--- config.mk ---
export PLATFORM = sky130hd
export DESIGN_NAME = regfile_write_arbiter
export DESIGN_NICKNAME = d
export VERILOG_FILES = /design/src/rtl/regfile_write_arbiter.sv
export SDC_FILE = /design/constraint.sdc
export NUM_CORES = 1
export LEC_CHECK = 0
export BUFFER_PORTS_ARGS = -buffer_cell sky130_fd_sc_hd__buf_2
export CAP_MARGIN = 10
export CORE_MARGIN = 2
export CORE_UTILIZATION = 25
export DETAILED_ROUTE_END_ITERATION = 7
export PLACE_DENSITY = 0.78
export SLEW_MARGIN = 20
export SYNTH_ARGS = -nofsm -noshare
export SYNTH_HDL_FRONTEND = slang
export SYNTH_SLANG_ARGS = --single-unit
--- constraint.sdc ---
create_clock -name clk -period 2.7 [get_ports clk]
set_clock_uncertainty 0.15 [all_clocks]
set_input_delay 0.54 -clock clk [delete_from_list [all_inputs] [get_ports clk]]
set_output_delay 0.54 -clock clk [all_outputs]
set_load 0.05 [all_outputs]
--- src/rtl/regfile_write_arbiter.sv ---
// Write-port arbiter for the 32x32 register file: core writeback vs debug writes with starvation forcing.
// Define REGFILE_INIT_SEQ_EN to enable the post-reset x1..x31 initialization sequence.
module regfile_write_arbiter #(
  parameter int unsigned STARVE_LIMIT = 8,
  parameter int unsigned SP_REG       = 2,
  parameter logic [31:0] SP_INIT      = 32'd64
) (
  input  logic        clk,
  input  logic        rst_n,
  input  logic        core_we,
  input  logic [4:0]  core_rd,
  input  logic [31:0] core_wdata,
  output logic        core_stall,
  input  logic        dbg_valid,
  input  logic [4:0]  dbg_rd,
  input  logic [31:0] dbg_wdata,
  output logic        dbg_ready,
  output logic        rf_we,
  output logic [4:0]  rf_rd,
  output logic [31:0] rf_wdata,
  output logic        init_done
);

`ifdef REGFILE_INIT_SEQ_EN
  typedef enum logic [1:0] {INIT, RUN, FORCE} state_t;
  localparam state_t RESET_STATE = INIT;
  localparam logic [4:0] SP_IDX = 5'(SP_REG);
`else
  typedef enum logic [1:0] {RUN, FORCE} state_t;
  localparam state_t RESET_STATE = RUN;
`endif

  localparam logic [7:0] STARVE_LAST = 8'(STARVE_LIMIT - 1);

  state_t     state, state_nxt;
  logic [7:0] wait_cnt, wait_nxt;

  always_ff @(posedge clk or negedge rst_n) begin
    if (!rst_n) begin
      state    <= RESET_STATE;
      wait_cnt <= '0;
    end else begin
      state    <= state_nxt;
      wait_cnt <= wait_nxt;
    end
  end

`ifdef REGFILE_INIT_SEQ_EN
  logic [4:0] idx;

  always_ff @(posedge clk or negedge rst_n) begin
    if (!rst_n) begin
      idx <= 5'd1;
    end else if (state == INIT) begin
      idx <= idx + 5'd1;
    end
  end

  assign init_done = rst_n && (state != INIT);
`else
  logic unused_cfg;
  assign unused_cfg = ^{SP_INIT, 5'(SP_REG)};
  assign init_done  = 1'b1;
`endif

  always_comb begin
    state_nxt  = state;
    wait_nxt   = wait_cnt;
    rf_we      = 1'b0;
    rf_rd      = '0;
    rf_wdata   = '0;
    core_stall = 1'b1;
    dbg_ready  = 1'b0;
    // Outputs are gated by rst_n so the port is quiet for the whole reset pulse.
    if (rst_n) begin
      case (state)
`ifdef REGFILE_INIT_SEQ_EN
        INIT: begin
          rf_we     = 1'b1;
          rf_rd     = idx;
          rf_wdata  = (idx == SP_IDX) ? SP_INIT : '0;
          state_nxt = (idx == 5'd31) ? RUN : INIT;
        end
`endif
        RUN: begin
          core_stall = 1'b0;
          if (core_we) begin
            rf_we    = (core_rd != '0);
            rf_rd    = core_rd;
            rf_wdata = core_wdata;
            if (dbg_valid) begin
              if (wait_cnt == STARVE_LAST) state_nxt = FORCE;
              if (wait_cnt != '1) wait_nxt = wait_cnt + 8'd1;
            end else begin
              wait_nxt = '0;
            end
          end else if (dbg_valid) begin
            dbg_ready = 1'b1;
            rf_we     = (dbg_rd != '0);
            rf_rd     = dbg_rd;
            rf_wdata  = dbg_wdata;
            wait_nxt  = '0;
          end else begin
            wait_nxt = '0;
          end
        end
        FORCE: begin
          state_nxt = RUN;
          wait_nxt  = '0;
          if (dbg_valid) begin
            dbg_ready = 1'b1;
            rf_we     = (dbg_rd != '0);
            rf_rd     = dbg_rd;
            rf_wdata  = dbg_wdata;
          end
        end
        default: state_nxt = RESET_STATE;
      endcase
    end
  end

endmodule
==> results.yml <==
outcome:
  outcome: "complete, no violations"
die:
  core_area_um2: 3610
  std_cell_rows: 22
  die_w_um: 64.9
  die_h_um: 64.9
  die-area_um2: 4210
  initial_core_util: 0.257
  pin_count: 119
worst_setup_path:
  rrSetupSlack_ns: 1.00
  end_kind: "primary output"
  crit_slowest_cell: "dfrtp_1"
  crit_fanout: 38
  worst-endpoint-arrival_ns: 1.66
  reg2reg_to: "wait_cnt[0]$_DFFE_PN0P_"
  r2r-start: "wait_cnt[0]$_DFFE_PN0P_"
  crit_path_start_kind: "flip-flop"
  required_ns: 2.01
  reg2reg_depth: 4
  cp_slowest_stage_delay_ns: 0.39
  cp_cell_sequence: "nand2b_1 > and3_1 > buf_12 > a22o_1 > buf_2"
  path_class: "flip-flop to primary output"
route:
  drt_first_pass_iters: 4
  drtIter0Drc: 55
  vias_per_cell: 5.05
  drc: 0
  vias: 1359
  final_antenna_net_count: 0
  routed_wl_um: 3900
  routedWlPerCell_um: 14.5
power_and_ir_drop:
  powerDensity_nw_per_um2: 369
  p_seq_frac: 0.233
  power_frac_clock: 0.262
  p_leak_nw: 0.931
  p_int_uw: 342
  p_sw_frac: 0.430
  power_switching_uw: 258
  comb_power_share: 0.506
  irDropWorstVdd_mv: 0.300
finish:
  design_area_um2: 1630
  fin_nets: 301
  drive_above_1_share: 0.584
  regArea_um2: 225
  synthToLayoutAreaGrowth_pct: 75.3
  num_antenna_cells: 0
  final_util: 0.451
  fill_cells: 383
  multi_input_area_um2: 637
yosys:
  synthFlopType: "dfrtp_1"
  yosys_register_bits: 9
  synthDistinctLibCells: 34
  ys_seq_area_frac: 0.243
  netlist_instances: 106
  synth_fp_nets: 185
  syn_avg_cell_area_um2: 8.75
  yosys_warnings: 0
  ys_async_sr_fraction: 1.00
  netlist_area_um2: 927
  synth-edff-count: 0
sta:
  hold_viol_final: 0
  setup_viol: 0
  setup-tns-final_ns: 0
  fin_hold_ws_ns: 0.164
  maxSlewViolCount: 0
  rsz0062_at_grt: "false"
  worst_slack_ns: 0.353
  min_period_ns: 2.35
  period_share: 0.869
  max_freq_mhz: 426
clock_tree:
  worstSkewPairLatency_ns: 0.23
  cts_sinks: 9
  clock_tree.root_cell: "clkbuf_8"
  h-tree-depth: 1
  cts_tree: "yes"
  cts_buffer_depth: 2
  cts.clk_slew.worst_paths_ns: 0.05
  cts_buffers: 3
placement:
  place.gp.congestion: 0.844
  portBuffers: 117
  dp_hpwl_um: 3120
  dp_slack_ns: 0.344
  placed_area_um2: 1570
run:
  max_cap_viol_count: 0
global_route:
  grt_pass1_vias: 1201
  track_usage: 0.170
  grt_pass1_wl_um: 5640
  grt_busiest_layer: "met2"
  antenna_found_initial: 0
  grt_overflow: 0
  met2_usage: 0.316
  grt_max_degree: 39
  use_met1: 0.186
  use_met3: 0.0451
worst_hold_path:
  hp-class: "primary input to asynchronous set/reset pin"
## logic make-up after synthesis
| group | Yosys count | synth area share |
|---|---|---|
| flip-flops | 9 | 0.243 |
| AND/OR/NAND/NOR | 25 | 0.167 |
| multiplexers | 1 | 0.0121 |
| other | 1 | 0.00404 |
| buffers and inverters | 13 | 0.0702 |
| adder cells (fa/ha/maj) | 1 | 0.0135 |
| AO/OA/AOI/OAI | 56 | 0.490 |
## cells in the mapped netlist, types with 2 or more instances
library cell  instances  area, um2
nand2_1               3       11.3
a22o_1               38        333
or4_1                 3       22.5
nor2_1                2       7.51
inv_1                 2       7.51
and3_2                2       15.0
dfrtp_1               9        225
a31oi_1               2       12.5
nand3_1               3       15.0
clkbuf_1              3       11.3
buf_2                 4       20.0
o41ai_1               2       17.5
a311oi_1              3       26.3
and3_1                3       18.8
a21oi_1               6       30.0
buf_1                 2       7.51
and2_1                2       12.5
## critical path, delay by kind of cell, from the launching register on
family	cells	cell delay, ns
simple gates	2	0.40
buf+inv	2	0.39
compound gates	1	0.24
flops	1	0.39
## flip-flops by register name (all words and copies together), names as in the netlist
register	cells
wait_cnt	8
state	1
## layer usage
| layer | part of all wire | vias up |
|---|---|---|
| li1 | - | 673 |
| met1 | 0.40 | 626 |
| met2 | 0.50 | 56 |
| met3 | 0.098 | 4 |
| met4 | 0.0064 | 0 |
| met5 | 0 | - |
## layout by cell type (no fill, tap or decap)
cell type,instances
buf_12,2
nand2b_1,1
a22o_1,38
a41oi_1,1
buf_4,2
nand4b_1,1
nor3_1,1
dlygate4sd3_1,1
mux2_2,1
nand3_1,3
conb_1,1
a31oi_1,2
or4_1,3
dfrtp_1,9
clkbuf_8,3
and4_1,1
and3_1,3
nor2_1,2
nand2_1,3
inv_1,2
and2_1,2
clkbuf_1,1
a21oi_1,6
buf_2,117
or3_1,1
a31o_2,1
a211oi_1,1
o41ai_1,2
nand3b_1,1
o21ai_0,1
o21ai_1,1
ha_1,1
and3_2,2
and4_2,1
a311oi_1,3
## metrics by stage
step / total power [mW] / cells
2_1_floorplan: 0.334 / 106
3_3_place_gp: 0.442 / 264
3_5_place_dp: 0.444 / 264
4_1_cts: 0.606 / 269
5_1_grt: 0.627 / 269
6_report: 0.600 / 269
## worst max path at each step
stage | startpoint | to | slack [ns]
floorplan | core_we | rf_rd[0] | 0.03
global placement | dbg_rd[3] | rf_we | 0.34
detailed placement | dbg_rd[3] | rf_we | 0.34
CTS | state[0]$_DFFE_PN0P_ | rf_wdata[18] | 0.34
global route | state[0]$_DFFE_PN0P_ | rf_wdata[18] | 0.26
finish | state[0]$_DFFE_PN0P_ | rf_wdata[18] | 0.35
## what timing repair did
item,4_1_cts,5_1_grt
hold buffers,1,0
setup buffers,0,0
hold endpoints to repair,1,0
gates resized for setup,0,0
## power groups by stage
stage	registers [mW]	logic, mW	clock network (mW)
2_1_floorplan	0.141	0.193	0
3_3_place_gp	0.141	0.301	0
3_5_place_dp	0.141	0.303	0
4_1_cts	0.139	0.305	0.162
5_1_grt	0.139	0.320	0.168
6_report	0.140	0.304	0.157
## layout make-up
type                       instances  area share
sequential                         9       0.139
tap                               48      0.0370
clock buffer                       4      0.0277
timing repair buffer             122       0.400
multi-input combinational         84       0.392
inverter                           2     0.00462
(Power assumes the default switching activity.)
